<file path="config.mk">
export PLATFORM = sky130hd
export DESIGN_NAME = dram_unpacker
export DESIGN_NICKNAME = d
export VERILOG_FILES = /design/src/rtl/dram_if_pkg.sv /design/src/rtl/dram_word_buffer.sv /design/src/rtl/sampleToAdx.sv /design/src/rtl/dram_unpacker.sv
export SDC_FILE = /design/constraint.sdc
export NUM_CORES = 1
export LEC_CHECK = 0
export CAP_MARGIN = 10
export CORE_ASPECT_RATIO = 0.7
export CORE_UTILIZATION = 40
export CTS_CLUSTER_DIAMETER = 100
export CTS_CLUSTER_SIZE = 8
export DETAILED_ROUTE_END_ITERATION = 8
export GPL_TIMING_DRIVEN = 0
export HOLD_SLACK_MARGIN = 0.05
export PLACE_DENSITY_LB_ADDON = 0.25
export SLEW_MARGIN = 20
export SYNTH_ARGS = -nofsm -noshare
export SYNTH_HDL_FRONTEND = slang
export SYNTH_SLANG_ARGS = --single-unit
</file>
<file path="constraint.sdc">
create_clock -name clk -period 24.9 [get_ports clk]
set_input_delay 2.49 -clock clk [delete_from_list [all_inputs] [get_ports clk]]
set_output_delay 2.49 -clock clk [all_outputs]
set_load 0.03 [all_outputs]
</file>
<file path="src/rtl/dram_if_pkg.sv">
// -----------------------------------------------------------------------------
// dram_if_pkg
// Constants and types shared by the DRAM read-side unpacker:
//   LANES      - 32-bit samples per 128-bit memory word
//   LANE_W     - width of a lane index
//   ADX_STEP   - address increment between consecutive 128-bit words
//   fetch_state_t - read-command FSM encodings
// -----------------------------------------------------------------------------
package dram_if_pkg;

  localparam int LANES    = 4;
  localparam int LANE_W   = 2;
  localparam int ADX_STEP = 8;

  typedef enum logic [1:0] {
    F_IDLE = 2'd0,
    F_REQ  = 2'd1,
    F_WAIT = 2'd2
  } fetch_state_t;

endpackage

</file>
<file path="src/rtl/dram_word_buffer.sv">
// -----------------------------------------------------------------------------
// dram_word_buffer
// 1- or 2-entry FIFO of 128-bit words with a per-entry lane pointer. Samples
// are popped one lane at a time from the head word; the word is retired after
// lane 3 or when the caller flags the final sample. An empty buffer bypasses
// the incoming word straight to the head so a lane can leave the same cycle
// it arrives.
// Ports:
//   clk, reset   in   clock, synchronous active-high reset
//   push         in   store push_data (caller guarantees a free slot)
//   push_data    in   128-bit word
//   push_lane    in   first lane to emit from this word
//   pop          in   consume the head lane
//   pop_last     in   this pop is the final sample; retire the head word
//   avail        out  a head lane is available (stored or bypassed)
//   slot_free    out  after this cycle at least one entry is free
//   head_sample  out  current head lane
// -----------------------------------------------------------------------------
module dram_word_buffer
  import dram_if_pkg::*;
#(
  parameter int DEPTH    = 1,
  parameter int WORD_W   = 128,
  parameter int SAMPLE_W = 32
) (
  input  logic                clk,
  input  logic                reset,
  input  logic                push,
  input  logic [WORD_W-1:0]   push_data,
  input  logic [LANE_W-1:0]   push_lane,
  input  logic                pop,
  input  logic                pop_last,
  output logic                avail,
  output logic                slot_free,
  output logic [SAMPLE_W-1:0] head_sample
);

  logic [WORD_W-1:0] mem      [2];
  logic [LANE_W-1:0] lane_mem [2];
  logic              rd_ptr, wr_ptr;
  logic [1:0]        count, count_next;

  logic              bypass, release_word, store, retire, lane_step;
  logic [WORD_W-1:0] cur_word;
  logic [LANE_W-1:0] cur_lane;

  // Pointers stay at entry 0 in the single-entry build.
  function automatic logic next_ptr(input logic p);
    return (DEPTH > 1) ? ~p : 1'b0;
  endfunction

  // NOTE: every always_comb output gets a default first so no path leaves it
  // unassigned, which would otherwise infer a latch.
  always_comb begin
    bypass       = (count == 2'd0);
    cur_word     = bypass ? push_data : mem[rd_ptr];
    cur_lane     = bypass ? push_lane : lane_mem[rd_ptr];
    avail        = !bypass || push;
    release_word = pop && ((cur_lane == LANE_W'(LANES - 1)) || pop_last);
    // A bypassed word that is fully consumed on arrival never occupies a slot.
    store        = push && !(bypass && release_word);
    retire       = !bypass && release_word;
    lane_step    = !bypass && pop && !release_word;
    count_next   = count + {1'b0, store} - {1'b0, retire};
    slot_free    = int'(count_next) < DEPTH;
    head_sample  = cur_word[cur_lane*SAMPLE_W +: SAMPLE_W];
  end

  // NOTE: sequential state uses non-blocking assignments so every register
  // samples pre-edge values regardless of statement order.
  always_ff @(posedge clk) begin
    if (reset) begin
      rd_ptr      <= 1'b0;
      wr_ptr      <= 1'b0;
      count       <= 2'd0;
      lane_mem[0] <= '0;
      lane_mem[1] <= '0;
    end else begin
      if (store) begin
        // A bypassed word whose first lane left this cycle resumes at the next lane.
        lane_mem[wr_ptr] <= (bypass && pop) ? cur_lane + 1'b1 : push_lane;
        wr_ptr           <= next_ptr(wr_ptr);
      end
      if (lane_step) lane_mem[rd_ptr] <= cur_lane + 1'b1;
      if (retire)    rd_ptr <= next_ptr(rd_ptr);
      count <= count_next;
    end
  end

  // NOTE: word storage has no reset; count gates every read, so stale
  // contents are never observed and the array maps to plain storage.
  always_ff @(posedge clk) begin
    if (store) mem[wr_ptr] <= push_data;
  end

endmodule

</file>
<file path="src/rtl/sampleToAdx.sv">
// -----------------------------------------------------------------------------
// sampleToAdx
// Converts a sample index into the word-aligned DRAM address of the 128-bit
// word holding it: adx = (sample / lanes) * step, truncated to ADX_WIDTH so the
// address wraps silently.
// Ports:
//   sample  in   32          sample index
//   adx     out  ADX_WIDTH   memory address (low bits zero)
// -----------------------------------------------------------------------------
module sampleToAdx #(
  parameter int SAMPLE_PACKET_WIDTH = 32,
  parameter int MEM_IF_WIDTH        = 128,
  parameter int ADX_WIDTH           = 27,
  parameter int MEMORY_WORD_WIDTH   = 2
) (
  input  logic [31:0]          sample,
  output logic [ADX_WIDTH-1:0] adx
);

  localparam int LANE_SHIFT = $clog2(MEM_IF_WIDTH / SAMPLE_PACKET_WIDTH);
  localparam int ADX_SHIFT  = $clog2(MEM_IF_WIDTH / 8 / MEMORY_WORD_WIDTH);

  assign adx = ADX_WIDTH'((sample >> LANE_SHIFT) << ADX_SHIFT);

endmodule

</file>
<file path="src/rtl/dram_unpacker.sv">
// -----------------------------------------------------------------------------
// dram_unpacker
// Fetches 128-bit words from the DRAM read port and streams them out as
// 32-bit samples over valid/ready, starting at lane first_sample[1:0] of the
// first word and stopping after num_samples samples.
// Build option: DRAM_UNPACKER_PREFETCH_EN selects a two-word buffer so the
// next word is requested as soon as the current one is loaded; otherwise a
// one-word buffer requests the next word only after the last lane leaves.
// Ports:
//   clk, reset        in   clock, synchronous active-high reset
//   start             in   transfer start pulse (ignored while busy)
//   first_sample      in   index of first sample
//   num_samples       in   number of samples
//   busy / done       out  transfer in progress / 1-cycle completion pulse
//   sample_data/valid out  registered sample stream
//   sample_ready      in   consumer ready
//   dram_adx          out  registered word-aligned read address
//   read_req          out  read command (only while read_allowed)
//   read_allowed      in   memory interface accepts a command this cycle
//   read_data/valid   in   read return word and its 1-cycle strobe
// -----------------------------------------------------------------------------
module dram_unpacker
  import dram_if_pkg::*;
#(
  parameter int SAMPLE_PACKET_WIDTH = 32,
  parameter int MEM_IF_WIDTH        = 128,
  parameter int ADX_WIDTH           = 27,
  parameter int MEMORY_WORD_WIDTH   = 2
) (
  input  logic                           clk,
  input  logic                           reset,
  input  logic                           start,
  input  logic [31:0]                    first_sample,
  input  logic [31:0]                    num_samples,
  output logic                           busy,
  output logic                           done,
  output logic [SAMPLE_PACKET_WIDTH-1:0] sample_data,
  output logic                           sample_valid,
  input  logic                           sample_ready,
  output logic [ADX_WIDTH-1:0]           dram_adx,
  output logic                           read_req,
  input  logic                           read_allowed,
  input  logic [MEM_IF_WIDTH-1:0]        read_data,
  input  logic                           read_data_valid
);

`ifdef DRAM_UNPACKER_PREFETCH_EN
  localparam int BUF_DEPTH = 2;
`else
  localparam int BUF_DEPTH = 1;
`endif

  fetch_state_t state, state_next;

  logic [31:0]           fetch_sample;  // aligned first sample of the last-addressed word
  logic [31:0]           words_left;    // words not yet requested
  logic [31:0]           to_load;       // samples not yet moved into the output register
  logic [31:0]           to_hs;         // samples not yet handed off
  logic                  first_word;
  logic [LANE_W-1:0]     first_lane;
  logic [33:0]           span;
  logic [31:0]           adx_in;
  logic [ADX_WIDTH-1:0]  adx_next;

  logic start_acc, push, load, hs, more_words;
  logic avail, slot_free;
  logic [SAMPLE_PACKET_WIDTH-1:0] head_sample;

  assign start_acc  = start && !busy;
  // A strobe with nothing outstanding (e.g. a response that straddled reset) is dropped.
  assign push       = read_data_valid && (state == F_WAIT);
  assign hs         = sample_valid && sample_ready;
  assign load       = avail && (!sample_valid || sample_ready) && (to_load != 32'd0);
  assign more_words = (words_left != 32'd0);
  assign span       = {2'b00, num_samples} + 34'(first_sample[1:0]) + 34'(LANES - 1);
  assign adx_in     = start_acc ? first_sample : fetch_sample + 32'(LANES);

  sampleToAdx #(
    .SAMPLE_PACKET_WIDTH (SAMPLE_PACKET_WIDTH),
    .MEM_IF_WIDTH        (MEM_IF_WIDTH),
    .ADX_WIDTH           (ADX_WIDTH),
    .MEMORY_WORD_WIDTH   (MEMORY_WORD_WIDTH)
  ) u_adx (
    .sample (adx_in),
    .adx    (adx_next)
  );

  dram_word_buffer #(
    .DEPTH    (BUF_DEPTH),
    .WORD_W   (MEM_IF_WIDTH),
    .SAMPLE_W (SAMPLE_PACKET_WIDTH)
  ) u_buf (
    .clk         (clk),
    .reset       (reset),
    .push        (push),
    .push_data   (read_data),
    .push_lane   (first_word ? first_lane : LANE_W'(0)),
    .pop         (load),
    .pop_last    (to_load == 32'd1),
    .avail       (avail),
    .slot_free   (slot_free),
    .head_sample (head_sample)
  );

  always_ff @(posedge clk) begin
    if (reset) state <= F_IDLE;
    else       state <= state_next;
  end

  always_comb begin
    state_next = state;
    read_req   = 1'b0;
    case (state)
      F_IDLE: begin
        if (start_acc && (num_samples != 32'd0)) state_next = F_REQ;
        else if (busy && more_words && slot_free) state_next = F_REQ;
      end
      F_REQ: begin
        read_req = read_allowed;
        if (read_allowed) state_next = F_WAIT;
      end
      F_WAIT: begin
        if (read_data_valid) state_next = (more_words && slot_free) ? F_REQ : F_IDLE;
      end
      default: state_next = F_IDLE;
    endcase
  end

  always_ff @(posedge clk) begin
    if (reset) begin
      busy         <= 1'b0;
      done         <= 1'b0;
      sample_data  <= '0;
      sample_valid <= 1'b0;
      dram_adx     <= '0;
      fetch_sample <= '0;
      words_left   <= '0;
      to_load      <= '0;
      to_hs        <= '0;
      first_word   <= 1'b0;
      first_lane   <= '0;
    end else begin
      done <= 1'b0;

      if (start_acc) begin
        fetch_sample <= {first_sample[31:2], 2'b00};
        dram_adx     <= adx_next;
        first_lane   <= first_sample[1:0];
        first_word   <= 1'b1;
        words_left   <= 32'(span >> LANE_W);
        to_load      <= num_samples;
        to_hs        <= num_samples;
        busy         <= (num_samples != 32'd0);
        done         <= (num_samples == 32'd0);
      end

      // Issued only while busy, so never in the same cycle as an accepted start.
      if (read_req) begin
        fetch_sample <= fetch_sample + 32'(LANES);
        dram_adx     <= adx_next;
        words_left   <= words_left - 32'd1;
      end

      if (push) first_word <= 1'b0;

      if (load) begin
        sample_data  <= head_sample;
        sample_valid <= 1'b1;
        to_load      <= to_load - 32'd1;
      end else if (hs) begin
        sample_valid <= 1'b0;
      end

      if (hs) begin
        to_hs <= to_hs - 32'd1;
        if (to_hs == 32'd1) begin
          busy <= 1'b0;
          done <= 1'b1;
        end
      end
    end
  end

endmodule

</file>
Word level (Yosys, flattened, before mapping):

Memory sizes are Yosys's and may differ from the RTL's.
Cells that the tools add are included.

* bits in registers: 194
* input bits: 198
* memories kept: 2
* RAM bits: 260
* output and inout bits: 63

Memory list
* u_buf.mem: words 2, bits a word 128, rd ports 1, clocked after Yosys merged registers in 0, write ports 1, line dram_word_buffer.sv:38 `logic [WORD_W-1:0] mem [2];`
* u_buf.lane_mem: words 2, bits a word 2, rd ports 1, clocked after Yosys merged registers in 0, write ports 2, line dram_word_buffer.sv:39 `logic [LANE_W-1:0] lane_mem [2];`

* reductions and logical operators: 36
* shift operators: 1
* multiplexer cells: 40
* bitwise logic cells: 2
* $add $sub $neg: 9
* order comparisons: 1
* equal/unequal tests: 8

Operator list (number)
* 2-to-1 mux 32 bit: 7
* 2-to-1 mux 128 bit: 1
* indexed part select 128 x 8 -> 32 bit: 1
* nonzero test 32 bit: 3
* subtractor 32 x 1 -> 32 bit (second input constant): 3
* equality test 32 x 1 -> 1 bit (second input constant): 2
* 2-to-1 mux 27 bit: 2
* adder 33 x 2 -> 34 bit (second input constant): 1
* adder 32 x 2 -> 33 bit: 1
* adder 32 x 3 -> 32 bit (second input constant): 1
* zero test 32 bit: 1
* 2-to-1 mux 26 bit: 1
* 2-to-1 mux 1 bit: 19
* 2-to-1 mux 2 bit: 9
* logical AND 1 bit: 16
* nonzero test 2 bit: 4
* case mux 2 bit (3 select lines): 1
* zero test 1 bit: 5
* equality test 2 bit (second input constant): 2
* zero test 2 bit: 2
* inequality test 2 bit (second input constant): 2
* logical OR 1 bit: 3
* inequality test 3 bit (second input constant): 1
* AND reduction 3 bit: 1
* 7 further kinds: 8

Logic depth before layout (Yosys ltp):

Gate-level depths: netlist (run 1).

* word-level depth: 16
* mapped depth: 16
* depth with buffers taken out: 14

Cells and area by module:

A second synthesis (run 1) with hierarchy kept.

* cells, all modules: 1851
* area total of the unflattened synthesis: 17573.1 um2

Modules (own cells, without submodules)
* dram_unpacker: area an instance 10905.5 um2, cells each 1477, times used 1, sequential area each 3863.7 um2
* dram_word_buffer: area an instance 6461.2 um2, cells each 346, times used 1, sequential area each 3943.8 um2
* sampleToAdx: area an instance 206.4 um2, cells each 28, times used 1, sequential area each 0.0 um2

Worst setup path before layout (run 1):

No wires, ideal clock.

* kind: in2reg
* start: input port sample_ready
* end: register state[0]
* stages on the path: 6
* arrival time: 10251 ps
* required time: 24754 ps
* setup slack: 14502 ps
* library setup time: 146 ps
* cells stage by stage: nand2b_1 > a21bo_2 > a41oi_1 > a31oi_1 > mux2i_1 > o32ai_1

* longest elaborated chain between the ends: 14
* elaborated cells on any way between the ends: 18

Ends and longest elaborated chain
* from (decl): line dram_unpacker.sv:39 `input logic sample_ready,`
* logical OR 1 bit (*): line dram_unpacker.sv:73 `assign load = avail && (!sample_valid || sample_ready) && (to_load != 32'd0);`
* logical AND 1 bit (*) (2 in series): line dram_unpacker.sv:73
* logical AND 1 bit (*): line dram_word_buffer.sv:59 `release_word = pop && ((cur_lane == LANE_W'(LANES - 1)) || pop_last);`
* logical AND 1 bit (*): line dram_word_buffer.sv:61 `store = push && !(bypass && release_word);`
* zero test 1 bit (*): line dram_word_buffer.sv:61
* logical AND 1 bit (*): line dram_word_buffer.sv:61
* via u_buf.store: line dram_word_buffer.sv:43 `logic bypass, release_word, store, retire, lane_step;`
* adder 2 x 1 -> 2 bit (*): line dram_word_buffer.sv:64 `count_next = count + {1'b0, store} - {1'b0, retire};`
* subtractor 2 x 1 -> 2 bit (*): line dram_word_buffer.sv:64
* < comparator 2 x 1 -> 1 bit (*): line dram_word_buffer.sv:65 `slot_free = int'(count_next) < DEPTH;`
* logical AND 1 bit: line dram_unpacker.sv:123 `if (read_data_valid) state_next = (more_words && slot_free) ? F_REQ : F_IDLE;`
* 2-to-1 mux 1 bit: line dram_unpacker.sv:123
* 2-to-1 mux 2 bit: line dram_unpacker.sv:123
* case mux 2 bit (3 select lines): line dram_unpacker.sv:113 `case (state)`
* to (signal assigned): line dram_unpacker.sv:107 `else state <= state_next;`
* to (decl): line dram_unpacker.sv:53 `fetch_state_t state, state_next;`

Mark *: on every way through the listed nets, which the timed path passes. The rest lies on a longest branch. The select of a mux whose other input is x is not followed.
A chain may end at the register's enable or synchronous reset.

Worst setup path after layout (run 1):

* start: input port read_allowed
* end: output port read_req

* longest elaborated chain between the ends: 1

Ends and longest elaborated chain
* from (decl): line dram_unpacker.sv:42 `input logic read_allowed,`
* 2-to-1 mux 1 bit: line dram_unpacker.sv:113
* to (decl): line dram_unpacker.sv:41 `output logic read_req,`

No other way between the ends.

==> impl_metrics.csv, run 1 <==
group,metric,value,unit
power,power.switching,0.4358,mW
critical_path,rr_startpoint,"u_buf.count[1]",
layout,nets,2157,
synthesis,synth_flop_cell,"dfxtp_1",
critical_path,startpoint,"read_allowed",
critical_path,crit_arrival,5.12,ns
grt,grt_pass1_wl,87.96,mm
grt,grt_pass1_vias,14460,
layout,drive_gt1_share,7.252,%
clocking,numCtsBuffers,45,
synthesis,ys_types,87,
die,die_h,171.0,um
grt,grt_max_degree,25,
grt,globalRouteOverflowTotal,0,
power,seqPwrFrac,40.8,%
min_path,hold_start,"first_lane[1]",
routing,drc,0,
sta,fin_crit,7.607,ns
die,die_w,243.4,um
grt,antenna_found_initial,1,
sta,period_share,30.55,%
clocking,insertion_delay,0.56,ns
die,start_util,40.86,%
synthesis,synth-seq-cells,316,
critical_path,path_max_fanout,10,
sta,maxSlewViolCount,0,
clocking,postCtsResizedCells,0,
place,port_buffers,244,
synthesis,ys_warn_count,0,
place,hpwl,43.71,mm
sta,fin_skew,0.01155,ns
run,cap_violations,0,
routing,via_count,15250,
die,coreArea,39920,um^2
critical_path,end_kind,"output port",
clocking,clk_pin_slew,0.06,ns
sta,slew_headroom,29.93,%
place,routabilityCongestion,0.9578,
synthesis,synth-seq-area-share,46.76,%
clocking,post_cts.repair.setup_buffers,0,
critical_path,path_class,"input port to output port",
critical_path,reg2reg_depth,13,
routing,wl,59.80,mm
power,ir_drop,51.53,uV
power,p_int,1.030,mW
power,p_comb_share,19.7,%
die,fp-row-count,61,
clocking,cts_sinks,316,
clocking,htreeDepth,2,
synthesis,synthArstFlopShare,0,%
min_path,worstHoldPathType,"flip-flop to flip-flop",
critical_path,cp.required,22.41,ns
synthesis,synth_area,16310,um^2
layout,fin_cells,2508,
power,switching_share,29.73,%
place,place_inst,2436,
synthesis,synthCells,1648,
sta,tightest_slew,1.043,ns
die,dieArea,41600,um^2
routing,drt_iter0_markers,1546,
clocking,hold_buffers,0,
clocking,clk_path_buf_depth,3,
sta,setup_tns,0,ns
critical_path,crit_path_end,"read_req",
critical_path,start_kind,"input port",
synthesis,synth-edff-count,130,
sta,fmax,131.5,MHz
layout,regArea,7627,um^2
routing,dr.pass1.iters,6,
power,powerDensity,70.01,nW/um^2
critical_path,rr_endpoint,"u_buf.mem[0][5]",
sta,hold_viol_final,0,
clocking,root_buffer,"clkbuf_16",
synthesis,avgSynthCellArea,9.898,um^2
routing,viasPerCell,6.080,
grt,grt_util_all_layers,28.11,%
sta,setup_viol,0,
sta,rsz0062_at_grt,"no",
power,p_leak,7.882,nW
layout,area_delta_synth_final,28.37,%
routing,wl_per_cell,23.84,um
critical_path,reg2reg_slack,20.81,ns
routing,ant_nets,0,
power,pwr-share-clk,39.5,%
run_status,outcome,"finished clean",
clocking,cts_tree,"built",
layout,multi_input_area,8109,um^2
die,ios,261,
layout,nFillCells,3588,
sequential cells by signal, indices dropped and copies added, names as in the netlist:
name,flops
busy,1
done,1
dram_adx,24
fetch_sample,24
first_lane,2
first_word,1
sample_data,32
sample_valid,1
state,2
to_hs,32
to_load,32
u_buf.count,2
u_buf.lane_mem,2
u_buf.mem,128
words_left,32
how the worst min path moves through the flow:
stage                     to  cells past startpoint
6_report       first_lane[1]                      2
5_1_grt        first_lane[0]                      2
4_1_cts        first_lane[1]                      2
3_5_place_dp     to_load[11]                      2
3_3_place_gp   first_lane[1]                      2
2_1_floorplan  first_lane[1]                      2
layout by cell type, fill, tap and decap left out, types with 7 or more instances in the layout:
master	netlist	layout
mux4_2	32	32
nor3b_1	7	7
mux2i_1	132	132
clkbuf_1	82	104
a31oi_1	20	19
xnor2_1	27	27
a2bb2oi_1	9	9
o211ai_1	10	10
inv_1	26	26
a221oi_1	19	19
buf_2	24	24
nand2_1	116	116
nand3_1	40	40
a32oi_1	8	8
or3_1	8	8
edfxtp_1	130	130
dfxtp_1	186	186
clkbuf_16	0	47
o21ai_1	27	27
nand4_1	30	30
and4_1	8	8
ha_1	10	10
a21oi_1	140	140
clkdlybuf4s50_1	0	244
nor3_1	48	48
and3_1	24	24
nand3b_1	7	7
o21ai_0	78	78
xor2_1	23	23
o311ai_0	7	7
a211oi_1	37	37
and2_1	8	8
nand2b_1	7	7
buf_1	11	11
a22oi_1	12	12
buf_16	0	7
nor4_1	40	40
nor2_1	147	146
per-layer routing:
layer / routed length (um) / up-vias / part of all wire, % / GRT usage, %
met3: 7247 / 132 / 12 / 10.01
met2: 24410 / 827 / 41 / 39.44
li1: - / 6882 / - / -
met5: 0 / - / 0 / 0
met1: 26350 / 7408 / 44 / 39.74
met4: 1798 / 0 / 3.0 / 9.243
per-stage QoR:
stage,area [um^2],util [%],worst slack [ns],power (mW),hold WS [ns]
after CTS,20930,52.44,17.42,1.465,0.4678
after detailed placement,19640,49.20,17.43,0.8870,0.4525
after floorplan,16320,-,14.50,0.7672,0.4317
after global placement,19430,48.68,10.76,0.8828,0.4482
final,20940,52.46,17.29,1.466,0.4667
after global routing,20940,52.46,17.27,1.517,0.4799
cell usage after synthesis (9+ instances only):
| master | count | area share [%] |
|---|---|---|
| dfxtp_1 | 186 | 23 |
| nor2_1 | 147 | 3.4 |
| a21oi_1 | 140 | 4.3 |
| mux2i_1 | 132 | 8.1 |
| edfxtp_1 | 130 | 24 |
| nand2_1 | 116 | 2.7 |
| clkbuf_1 | 82 | 1.9 |
| o21ai_0 | 78 | 2.4 |
| nor3_1 | 48 | 1.5 |
| nand3_1 | 40 | 1.2 |
| nor4_1 | 40 | 1.5 |
| a211oi_1 | 37 | 1.7 |
| mux4_2 | 32 | 4.4 |
| nand4_1 | 30 | 1.2 |
| o21ai_1 | 27 | 0.83 |
| xnor2_1 | 27 | 1.4 |
| inv_1 | 26 | 0.60 |
| and3_1 | 24 | 0.92 |
| buf_2 | 24 | 0.74 |
| xor2_1 | 23 | 1.2 |
| a31oi_1 | 20 | 0.77 |
| a221oi_1 | 19 | 1.0 |
| a22oi_1 | 12 | 0.55 |
| buf_1 | 11 | 0.25 |
| ha_1 | 10 | 0.77 |
| o211ai_1 | 10 | 0.46 |
| a2bb2oi_1 | 9 | 0.48 |
critical path, stage by stage:
cell	delay [ns]
clkdlybuf4s50_1	0.54
nand3b_1	0.17
inv_1	0.12
clkbuf_1	0.35
clkbuf_1	0.64
clkdlybuf4s50_1	0.81
layout make-up:
class | count | area share [%]
flip-flops and latches | 316 | 36.43
clock buffers | 69 | 6.011
well taps | 535 | 3.197
clock inverters | 2 | 0.1733
repair buffers | 251 | 12.58
multi-input cells | 1187 | 38.73
diodes | 1 | 0.01195
inverters | 26 | 0.4661
plain buffers | 121 | 2.402
logic make-up after synthesis:
family                   count (synthesis)  share of synthesized area (%)
flip-flops                             316                          46.76
adder cells (fa/ha/maj)                 11                         0.8898
AND/OR/NAND/NOR                        525                          16.46
other                                    1                        0.02299
XOR/XNOR                                50                          2.685
buffers and inverters                  147                          3.682
AO/OA/AOI/OAI                          426                          16.41
multiplexers                           172                          13.09
power groups by stage:
stage	combinational, mW	sequential [mW]	clock (mW)
after floorplan	0.150	0.617	0
after global placement	0.275	0.608	0
after detailed placement	0.281	0.606	0
after CTS	0.282	0.596	0.586
after global routing	0.309	0.600	0.607
final	0.289	0.597	0.579
(Power assumes the default switching activity.)
==> run 2: changes to the inputs <==
clock period = 7.4 ns   (was 24.9 ns; I/O delays follow)
==> run 2 against run 1 <==
Net effect: clock skew is 0.013 ns higher; via count is 1.1% higher; flip-flop and latch count unchanged.
==> impl_metrics.csv, run 2 (same netlist as run 1, synthesis figures left out) <==
group,metric,value,unit
run_status,outcome,"finished clean",
layout,mostFrequentLayoutCells,"clkdlybuf4s50_1 (244), dfxtp_1 (186), nor2_1 (147)",
run,cap_violations,0,
sta,maxSlewViolCount,0,
critical_path,path_class,"flip-flop to flip-flop",
sta,fmax,240.1,MHz
place,post_dp_cell_area,19630,um^2
layout,final_area,20920,um^2
clocking,clk_pin_slew,0.06,ns
sta,fin_crit,4.166,ns
grt,grt_max_degree,25,
grt,grt_pass1_vias,14640,
sta,rsz0062_at_grt,"no",
clocking,root_buffer,"clkbuf_16",
die,coreArea,39920,um^2
place,hpwl,43.79,mm
layout,nFillCells,3579,
layout,area_delta_synth_final,28.26,%
layout,multi_input_area,8107,um^2
sta,period_share,56.29,%
die,dieArea,41600,um^2
layout,regMostFlops,"u_buf.mem",
critical_path,path_max_fanout,21,
power,p_leak,7.878,nW
layout,nets,2157,
sta,tightest_slew,1.136,ns
power,finalPower,4.935,mW
routing,wl,59.76,mm
sta,fin_skew,0.02463,ns
layout,n_antenna_cell,0,
clocking,cts_tree,"built",
clocking,htreeDepth,2,
routing,viasPerCell,6.150,
clocking,hold_buffers,0,
die,ios,261,
critical_path,cp_top_family,"buffers and inverters",
sta,setup_viol,0,
critical_path,max_stage_delay,0.61,ns
clocking,postCtsResizedCells,0,
routing,drc,0,
die,start_util,40.86,%
layout,largest_reg_flops,128,
die,die_w,243.4,um
critical_path,path_cells,"or2_0, clkbuf_1, nor2_1, a21oi_1, buf_2, inv_1, ha_1, inv_1, o31ai_1, a31oi_4, buf_16, buf_8, buf_16, buf_16",
critical_path,cp.required,7.66,ns
place,routabilityCongestion,0.9767,
grt,globalRouteOverflowTotal,0,
clocking,insertion_delay,0.57,ns
grt,antenna_found_initial,0,
routing,wl_per_cell,23.84,um
routing,ant_nets,0,
critical_path,end_kind,"flip-flop",
clocking,cts_sinks,316,
critical_path,crit_arrival,4.42,ns
grt,grt_pass1_wl,89.29,mm
critical_path,slowest_stage,"a21oi_1",
routing,via_count,15420,
clocking,post_cts.repair.setup_buffers,0,
sta,slew_headroom,23.68,%
layout,regArea,7627,um^2
layout,layout_commonest_cell,"clkdlybuf4s50_1",
grt,grt_util_all_layers,28.26,%
critical_path,crit_top_cell,"buf_16",
sta,setup_slack,3.234,ns
sta,hold_viol_final,0,
min_path,worstHoldPathType,"flip-flop to flip-flop",
power,powerDensity,235.9,nW/um^2
die,die_h,171.0,um
clocking,clk_path_buf_depth,3,
routing,dr.pass1.iters,7,
power,ir_drop,158.8,uV
layout,drive_gt1_share,7.201,%
die,fp-row-count,61,
critical_path,cp.buffers_inverters,8,
place,dp_slack,2.999,ns
critical_path,start_kind,"flip-flop",
routing,drt_iter0_markers,1848,
clocking,numCtsBuffers,45,
place,port_buffers,244,
run 2: worst paths after layout:
| kind | depth (start not counted) | slack [ns] | startpoint | endpoint |
|---|---|---|---|---|
| worst max-delay path | 14 | 3.23 | u_buf.count[1] | u_buf.mem[0][5] |
| worst min-delay path | 2 | 0.47 | first_lane[1] | first_lane[1] |
| worst max register to register | 14 | 3.23 | u_buf.count[1] | u_buf.mem[0][5] |
| worst min register to register | 2 | 0.47 | first_lane[1] | first_lane[1] |
run 2: through the flow:
step	setup TNS, ns	cells	hold slack, ns	util, %
after floorplan	0	1650	0.4317	-
after global placement	-186.61	2429	0.4471	48.69
after detailed placement	0	2436	0.4551	49.17
after CTS	0	2507	0.4635	52.41
after global routing	0	2507	0.4915	52.41
final	0	2507	0.4651	52.41
run 2: worst register-to-register path, cell delays in order, from the launching register on:
cell and delay, ns:
dfxtp_1 0.35, or2_0 0.12, clkbuf_1 0.46, nor2_1 0.11, a21oi_1 0.61, buf_2 0.47, inv_1 0.12, ha_1 0.24
inv_1 0.07, o31ai_1 0.13, a31oi_4 0.39, buf_16 0.23, buf_8 0.20, buf_16 0.18, buf_16 0.18
run 2: final cells by class:
class	count	share of cell area (%)
clock inverters	2	0.1734
inverters	26	0.4665
clock buffers	69	6.016
flip-flops and latches	316	36.46
well taps	535	3.200
repair buffers	251	12.54
plain buffers	121	2.404
multi-input cells	1187	38.75
run 2: layer usage:
layer	track usage [%]	up-vias	share of wire (%)
met3	7.561	122	11
li1	-	6888	-
met5	0.7059	-	0.17
met2	41.06	842	42
met4	8.203	4	2.2
met1	40.74	7563	44
run 2: power breakdown:
| part | total [mW] | internal, mW | leakage [nW] | switching [mW] |
|---|---|---|---|---|
| Combinational | 0.975 | 0.383 | 4.55 | 0.591 |
| Clock | 1.95 | 1.16 | 0.622 | 0.790 |
| Sequential | 2.01 | 1.92 | 2.70 | 0.0885 |
